File: src/rtl/dualportram_sync_pkg.sv
// Shared types and helpers for the dualportram_sync block.
//   clr_state_t : post-reset clear sequencer states (CLEAR, RUN)
//   RDW_OLD/NEW : read-during-write selections for the RDW_MODE parameter
//   lane_count  : number of byte-enable lanes in a word
package dualportram_sync_pkg;

  typedef enum logic {
    CLEAR = 1'b0,
    RUN   = 1'b1
  } clr_state_t;

  localparam int RDW_OLD = 0;
  localparam int RDW_NEW = 1;

  function automatic int lane_count(input int data_width, input int byte_width);
    return data_width / byte_width;
  endfunction

endpackage

File: src/rtl/dualportram_sync_if.sv
// Bus bundle for dualportram_sync: one write port, one read port and status.
//   master : drives wr_cs/we/be/wr_address/din and rd_cs/oe/rd_address,
//            observes dout/dout_valid/ready
//   slave  : the RAM side of the same signals
interface dualportram_sync_if #(
  parameter int DATA_WIDTH    = 8,
  parameter int ADDRESS_WIDTH = 8,
  parameter int BYTE_WIDTH    = 8
);
  import dualportram_sync_pkg::*;

  localparam int LANES = lane_count(DATA_WIDTH, BYTE_WIDTH);

  logic                     wr_cs;
  logic                     we;
  logic [LANES-1:0]         be;
  logic [ADDRESS_WIDTH-1:0] wr_address;
  logic [DATA_WIDTH-1:0]    din;
  logic                     rd_cs;
  logic                     oe;
  logic [ADDRESS_WIDTH-1:0] rd_address;
  logic [DATA_WIDTH-1:0]    dout;
  logic                     dout_valid;
  logic                     ready;

  modport master (
    output wr_cs, we, be, wr_address, din, rd_cs, oe, rd_address,
    input  dout, dout_valid, ready
  );

  modport slave (
    input  wr_cs, we, be, wr_address, din, rd_cs, oe, rd_address,
    output dout, dout_valid, ready
  );

endinterface

File: src/rtl/dualportram_clear_fsm.sv
// Post-reset clear sequencer: walks every word address once, asking the RAM
// to write zero there, then raises ready and stays in RUN until reset.
//   clk, rst     : clock, asynchronous active-high reset
//   o_ready      : clear complete, user traffic may be accepted
//   o_clr_we     : clear write strobe (high for the whole CLEAR state)
//   o_clr_addr   : word currently being cleared
module dualportram_clear_fsm
  import dualportram_sync_pkg::*;
#(
  parameter int ADDRESS_WIDTH = 8,
  parameter int DEPTH         = 2**ADDRESS_WIDTH
) (
  input  logic                     clk,
  input  logic                     rst,
  output logic                     o_ready,
  output logic                     o_clr_we,
  output logic [ADDRESS_WIDTH-1:0] o_clr_addr
);

  localparam logic [ADDRESS_WIDTH-1:0] LAST = ADDRESS_WIDTH'(DEPTH - 1);

  clr_state_t               r_state;
  logic [ADDRESS_WIDTH-1:0] r_cnt;
  logic                     r_ready;

  // The counter stops on the last word rather than wrapping, so DEPTH equal
  // to the full address space never overflows it.
  always_ff @(posedge clk or posedge rst) begin
    if (rst) begin
      r_state <= CLEAR;
      r_cnt   <= '0;
      r_ready <= 1'b0;
    end else if (r_state == CLEAR) begin
      if (r_cnt == LAST) begin
        r_state <= RUN;
        r_ready <= 1'b1;
      end else begin
        r_cnt <= r_cnt + ADDRESS_WIDTH'(1);
      end
    end else begin
      r_ready <= 1'b1;
    end
  end

  assign o_ready    = r_ready;
  assign o_clr_we   = (r_state == CLEAR);
  assign o_clr_addr = r_cnt;

endmodule

File: src/rtl/dualportram_sync.sv
// Simple dual-port synchronous RAM with byte enables, selectable
// read-during-write behaviour, range checking and a post-reset clear.
//   clk, rst : clock, asynchronous active-high reset
//   bus      : dualportram_sync_if.slave (write port, read port, dout,
//              dout_valid, ready)
// Optional build macro DUALPORTRAM_SYNC_OUTREG_EN adds an output register
// stage (read latency 2, dout_valid kept aligned).
module dualportram_sync
  import dualportram_sync_pkg::*;
#(
  parameter int DATA_WIDTH    = 8,
  parameter int ADDRESS_WIDTH = 8,
  parameter int DEPTH         = 2**ADDRESS_WIDTH,
  parameter int BYTE_WIDTH    = 8,
  parameter int RDW_MODE      = RDW_OLD
) (
  input logic              clk,
  input logic              rst,
  dualportram_sync_if.slave bus
);

  localparam int LANES = lane_count(DATA_WIDTH, BYTE_WIDTH);
  localparam logic [ADDRESS_WIDTH:0] DEPTH_L = (ADDRESS_WIDTH + 1)'(DEPTH);

  function automatic logic [DATA_WIDTH-1:0] merge_lanes(
    input logic [DATA_WIDTH-1:0] old_word,
    input logic [DATA_WIDTH-1:0] new_word,
    input logic [LANES-1:0]      lane_en
  );
    logic [DATA_WIDTH-1:0] merged;
    merged = old_word;
    for (int i = 0; i < LANES; i++) begin
      if (lane_en[i]) merged[i*BYTE_WIDTH +: BYTE_WIDTH] = new_word[i*BYTE_WIDTH +: BYTE_WIDTH];
    end
    return merged;
  endfunction

  logic [DATA_WIDTH-1:0]    r_mem [DEPTH];
  logic                     w_ready;
  logic                     w_clr_we;
  logic [ADDRESS_WIDTH-1:0] w_clr_addr;
  logic                     w_wr_in;
  logic                     w_rd_in;
  logic                     w_wr_en;
  logic                     w_rd_en;
  logic                     w_fwd;
  logic [DATA_WIDTH-1:0]    w_rd_old;
  logic [DATA_WIDTH-1:0]    w_rd_word;
  logic [DATA_WIDTH-1:0]    r_dout_p0;
  logic                     r_vld_p0;

  dualportram_clear_fsm #(
    .ADDRESS_WIDTH (ADDRESS_WIDTH),
    .DEPTH         (DEPTH)
  ) u_clear_fsm (
    .clk        (clk),
    .rst        (rst),
    .o_ready    (w_ready),
    .o_clr_we   (w_clr_we),
    .o_clr_addr (w_clr_addr)
  );

  assign w_wr_in = {1'b0, bus.wr_address} < DEPTH_L;
  assign w_rd_in = {1'b0, bus.rd_address} < DEPTH_L;
  assign w_wr_en = w_ready && bus.wr_cs && bus.we && w_wr_in;
  assign w_rd_en = w_ready && bus.rd_cs && bus.oe;

  // Out-of-range reads return zero; forwarding only applies when the write
  // actually lands on the word being read.
  assign w_rd_old  = w_rd_in ? r_mem[bus.rd_address] : '0;
  assign w_fwd     = (RDW_MODE == RDW_NEW) && w_wr_en && (bus.wr_address == bus.rd_address);
  assign w_rd_word = w_fwd ? merge_lanes(w_rd_old, bus.din, bus.be) : w_rd_old;

  // Clear writes own the array until ready; user writes are gated by ready.
  always_ff @(posedge clk) begin
    if (w_clr_we) begin
      r_mem[w_clr_addr] <= '0;
    end else if (w_wr_en) begin
      r_mem[bus.wr_address] <= merge_lanes(r_mem[bus.wr_address], bus.din, bus.be);
    end
  end

  // ---- stage p0: array read ----
  always_ff @(posedge clk or posedge rst) begin
    if (rst) begin
      r_dout_p0 <= '0;
      r_vld_p0  <= 1'b0;
    end else begin
      r_vld_p0 <= w_rd_en;
      if (w_rd_en) r_dout_p0 <= w_rd_word;
    end
  end

`ifdef DUALPORTRAM_SYNC_OUTREG_EN
  logic [DATA_WIDTH-1:0] r_dout_p1;
  logic                  r_vld_p1;

  // ---- stage p1: output register ----
  always_ff @(posedge clk or posedge rst) begin
    if (rst) begin
      r_dout_p1 <= '0;
      r_vld_p1  <= 1'b0;
    end else begin
      r_dout_p1 <= r_dout_p0;
      r_vld_p1  <= r_vld_p0;
    end
  end

  assign bus.dout       = r_dout_p1;
  assign bus.dout_valid = r_vld_p1;
`else
  assign bus.dout       = r_dout_p0;
  assign bus.dout_valid = r_vld_p0;
`endif

  assign bus.ready = w_ready;

endmodule

File: src/flat_wrapper.sv
// flat-port wrapper written by rule: the top's interface ports become plain ports
module dualportram_sync_flat import dualportram_sync_pkg::*;
#(
  parameter int DATA_WIDTH    = 8,
  parameter int ADDRESS_WIDTH = 8,
  parameter int DEPTH         = 2**ADDRESS_WIDTH,
  parameter int BYTE_WIDTH    = 8,
  parameter int RDW_MODE      = RDW_OLD
)
  (clk, rst, bus_wr_cs, bus_we, bus_be, bus_wr_address, bus_din, bus_rd_cs, bus_oe, bus_rd_address, bus_dout, bus_dout_valid, bus_ready);
  dualportram_sync_if #(.DATA_WIDTH(DATA_WIDTH), .ADDRESS_WIDTH(ADDRESS_WIDTH), .BYTE_WIDTH(BYTE_WIDTH)) bus_i ();
  input logic clk;
  input logic rst;
  input wire logic [$bits(bus_i.wr_cs)-1:0] bus_wr_cs;
  input wire logic [$bits(bus_i.we)-1:0] bus_we;
  input wire logic [$bits(bus_i.be)-1:0] bus_be;
  input wire logic [$bits(bus_i.wr_address)-1:0] bus_wr_address;
  input wire logic [$bits(bus_i.din)-1:0] bus_din;
  input wire logic [$bits(bus_i.rd_cs)-1:0] bus_rd_cs;
  input wire logic [$bits(bus_i.oe)-1:0] bus_oe;
  input wire logic [$bits(bus_i.rd_address)-1:0] bus_rd_address;
  output wire logic [$bits(bus_i.dout)-1:0] bus_dout;
  output wire logic [$bits(bus_i.dout_valid)-1:0] bus_dout_valid;
  output wire logic [$bits(bus_i.ready)-1:0] bus_ready;
  assign bus_i.wr_cs = bus_wr_cs;
  assign bus_i.we = bus_we;
  assign bus_i.be = bus_be;
  assign bus_i.wr_address = bus_wr_address;
  assign bus_i.din = bus_din;
  assign bus_i.rd_cs = bus_rd_cs;
  assign bus_i.oe = bus_oe;
  assign bus_i.rd_address = bus_rd_address;
  assign bus_dout = bus_i.dout;
  assign bus_dout_valid = bus_i.dout_valid;
  assign bus_ready = bus_i.ready;
  dualportram_sync #(.DATA_WIDTH(DATA_WIDTH), .ADDRESS_WIDTH(ADDRESS_WIDTH), .DEPTH(DEPTH), .BYTE_WIDTH(BYTE_WIDTH), .RDW_MODE(RDW_MODE)) u_core (.clk(clk), .rst(rst), .bus(bus_i));
endmodule
File: config.mk
export PLATFORM = sky130hd
export DESIGN_NAME = dualportram_sync_flat
export DESIGN_NICKNAME = d
export VERILOG_FILES = /design/src/rtl/dualportram_sync_pkg.sv /design/src/rtl/dualportram_sync_if.sv /design/src/rtl/dualportram_clear_fsm.sv /design/src/rtl/dualportram_sync.sv /design/src/flat_wrapper.sv
export SDC_FILE = /design/constraint.sdc
export NUM_CORES = 2
export LEC_CHECK = 0
export BUFFER_PORTS_ARGS = -buffer_cell sky130_fd_sc_hd__buf_2
export CAP_MARGIN = 20
export CORE_UTILIZATION = 46
export DETAILED_ROUTE_END_ITERATION = 16
export PLACE_DENSITY = 0.57
export SYNTH_ARGS = -nofsm -noshare
export SYNTH_HDL_FRONTEND = slang
export SYNTH_SLANG_ARGS = --single-unit
File: constraint.sdc
create_clock -name clk -period 7.2 [get_ports clk]
set_input_delay 2.16 -clock clk [delete_from_list [all_inputs] [get_ports clk]]
set_output_delay 2.16 -clock clk [all_outputs]
set_load 0.005 [all_outputs]
==> impl_results.md <==
- Resized cells post-CTS: 0
- Final wirelength: ~220000 microns
- Number of nets in the layout: 4247
- Largest net degree at the start of global routing: about 110
- Largest clock skew in the final design: 0.0265 ns
- Net count after synthesis: 4117
- Fraction of layout cells with a size suffix above 1: 0.192
- CP Class: input pin to flop
- Worst setup slack before clock tree synthesis: between 1 and 1.5 ns
- Core Footprint: 0.175 sq mm
- RePlAce Congestion: roughly 0.86
- Num rows: ~150
- Result of the run: complete, no violations
- Sequential share of the synthesized area: 0.763
- Largest area contributor in the netlist: edfxtp_1
- Number of antenna violations at the first check in global routing: 11
- Main flop type after synthesis: edfxtp_1
- Final Cycle Share: 0.715
- Maximum fanout count along the critical path: 55
- Initial DRC count: 4916
- Total number of H-tree levels: 4
- DR vias/cell: about 6.1
- Post-Syn Area: 0.0812 sq mm
- Internal cell power: 19.1 mW
- Unrepaired setup endpoints after global routing: no
- Seq cells post-synth: 2067
- Number of global-route vias before repair: 41200
- Maximum operating frequency: 194 MHz
- Number of nets still failing antenna checks after routing: 0
- Worst-Margin Slew: 1.18 ns
- Number of buffers added by the clock tree synthesis step: 206
- Boundary Pins: 41
- Synthesis-to-layout area growth: 11.5%
- EDFF count, synth: 2048
- Total non-filler cell area in the finished layout: 0.0906 sq mm
- Chip Width: 422 microns
- Switching share of power: 0.206
- Die footprint: 0.178 sq mm
- Filler instances: 13900
- Top cells by area in the synthesized netlist: edfxtp_1 76%, mux4_2 8.8%, mux2i_1 5.1%
- Power per Cell Area: 266 mW/mm^2
- Clk Tree Root Cell: clkbuf_16
- Longest Clk Path Bufs: 3
- Post-cts hold buffer count: 0
- Worst setup margin: 2.05 ns
- Half-perimeter wire length after placement: about 140000 microns
- Count of input and output buffers: 40
- Number of detailed-route iterations in the first pass: 5
- Number of instances in the synthesized netlist: approximately 4100
- Category of the worst setup path capture point: flop
- Initial Util: 0.465
- Class of the most critical hold timing path: flop to flop
- Reg power frac: 0.540
- Critical path arrival: 5.84 ns
- Minimum clock period after layout: 5.15 ns
- Relative contribution of the clock network to total power: 0.434
- Setup Buffers After CTS: 0
- Final hold violations: 0
- Met1 Use GR: 0.344
- GRT Residual Overflow: 0
- Final Setup Violations: 0
- Sink count of the clock tree: between 2000 and 2500
- Mean area per synthesized cell: between 15 and 20 sq um
- Number of maximum-capacitance violations: 0
- Worst-Skew Late Latency: 0.84 ns
- Global-route usage over all layers: 0.245
- Req. time, crit path: 7.89 ns
- Clock-pin slew on the worst setup and hold paths: 0.06 ns
- Met2 usage in global routing: 0.385
- Portion of synthesized cell area occupied by the leading cell type: 0.757
- Post-detailed-route wirelength per cell: 32.6 microns
- Warnings from Yosys: 0
- Distinct cell type count of the synthesized netlist: 65
- Max IR drop VDD: 0.187 mV
- Height of the chip: between 400 and 500 microns
- Global routing usage on met3: 0.0433
- Busiest layer in global routing: met2
- Power dissipated by switching net loads: approximately 5 mW
- Wire length of the first global-routing pass: 310000 microns
- Clock tree from TritonCTS: built
- Combinational power share: 0.026
- DRC Markers: 0
- Final max-slew violation count: 0
- Cell Area, Placed: about 0.084 sq mm
- Final-layout setup total negative slack: 0 ns
- Worst slew slack as a fraction of its limit: 0.212
- Startpoint Class: input pin
- Total via count after detailed routing: 41300
- Post-route total power: 24.1 mW
- Proportion of register bits with asynchronous set or reset after synthesis: 0.00919
- Static leakage: between 20 and 25 nW
[critical path: stages]
cell and delay, ns:
buf_8 0.49, buf_12 0.38, buf_12 0.37, mux4_2 0.57
a211oi_1 0.73, nand3_1 0.47, o2111ai_1 0.36, o311ai_1 0.12
[Yosys cell counts (4+ instances only)]
library cell  number
o2111ai_1          9
clkbuf_1          96
mux4_2           318
buf_12            18
and3_1             4
o221ai_1          69
nand3_1           20
o22ai_1          117
or2_2             16
a221oi_1          53
a31oi_1           10
mux2_2            26
nor2_1           273
buf_2             46
inv_1              7
nor2b_1            5
mux2i_1          414
nand3b_1          12
xnor2_1            7
a22oi_1            8
nand4_1            7
a2111oi_0         13
a211oi_1          61
o21ai_0           58
buf_6             35
edfxtp_1        2048
nand2b_1          10
dfrtp_1           19
nor3b_1            5
and2_1            25
buf_4             26
nor3_1            18
or3_1             20
o211ai_1           5
a21oi_1           51
o31ai_1            7
buf_8              9
buf_1             13
o21ai_1           13
nand2_1           73
[cells by family after synthesis]
group,count (synthesis),share of synthesized area
buf+inv,254,0.0217
xor+xnor,7,0.000755
fa+ha+maj,1,0.000154
simple gates,499,0.0277
flops,2067,0.763
compound gates,497,0.0433
mux,760,0.143
[area by class of cell]
| type | count | area (sq um) | share of cell area |
|---|---|---|---|
| Antenna cell | 5 | 12.5 | 0.000138 |
| Clock buffer | 246 | 5370 | 0.0593 |
| Clock inverter | 136 | 1160 | 0.0128 |
| Inverter | 11 | 46.3 | 0.000511 |
| Multi-Input combinational cell | 1764 | 17500 | 0.194 |
| Sequential cell | 2067 | 62000 | 0.684 |
| Tap cell | 2325 | 2910 | 0.0321 |
| Timing Repair Buffer | 165 | 1560 | 0.0172 |
[power groups by stage]
stage | logic [mW] | registers [mW] | clock network, mW
floorplan | 0.446 | 13.3 | 0
global placement | 0.631 | 13.3 | 0
detailed placement | 0.631 | 13.3 | 0
CTS | 0.632 | 13.0 | 10.6
global route | 0.660 | 13.0 | 11.1
finish | 0.632 | 13.0 | 10.5
[layout by cell type, fill, tap and decap left out, drive strengths merged, types with 53 or more instances in the layout]
master / n
a211oi: 61
a221oi: 53
buf: 164
clkbuf: 247
clkinv: 108
edfxtp: 2048
mux2i: 414
mux4: 320
nand2: 74
nor2: 274
o21ai: 71
o221ai: 71
o22ai: 117
[state kept, by name, indices dropped and copies added (netlist names)]
register                       count
u_core.u_clear_fsm.r_state         1
u_core.bus.dout                    8
u_core.r_mem                    2048
u_core.u_clear_fsm.o_ready         1
u_core.u_clear_fsm.o_clr_addr      8
u_core.bus.dout_valid              1
[metal layers]
metal / up-vias / part of all wire
met5: - / 0
met2: 1728 / 0.48
met4: 0 / 0.035
li1: 17200 / -
met1: 22000 / 0.42
met3: 335 / 0.068
[stage by stage]
step | instances | utilization | hold slack, ns
3_5_place_dp | 6331 | 0.481 | 0.554
3_3_place_gp | 6328 | 0.481 | 0.547
6_report | 6719 | 0.519 | 0.570
4_1_cts | 6713 | 0.519 | 0.571
5_1_grt | 6718 | 0.519 | 0.621
2_1_floorplan | 4085 | - | 0.480
[final timing paths]
path,slack (ns),from,end,cells past startpoint
min in group asynchronous,1.60,rst,u_core.bus.dout[2],2
worst min register to register,0.57,u_core.u_clear_fsm.o_clr_addr[5],u_core.u_clear_fsm.o_clr_addr[5],1
worst min-delay path,0.57,u_core.u_clear_fsm.o_clr_addr[5],u_core.u_clear_fsm.o_clr_addr[5],1
worst max-delay path,2.05,bus_rd_address[0],u_core.bus.dout[4],8
worst max register to register,2.93,u_core.u_clear_fsm.o_ready,u_core.r_mem[74][4],6
max in group asynchronous,5.01,rst,u_core.bus.dout[7],2
Power figures use the tool's default switching activity.
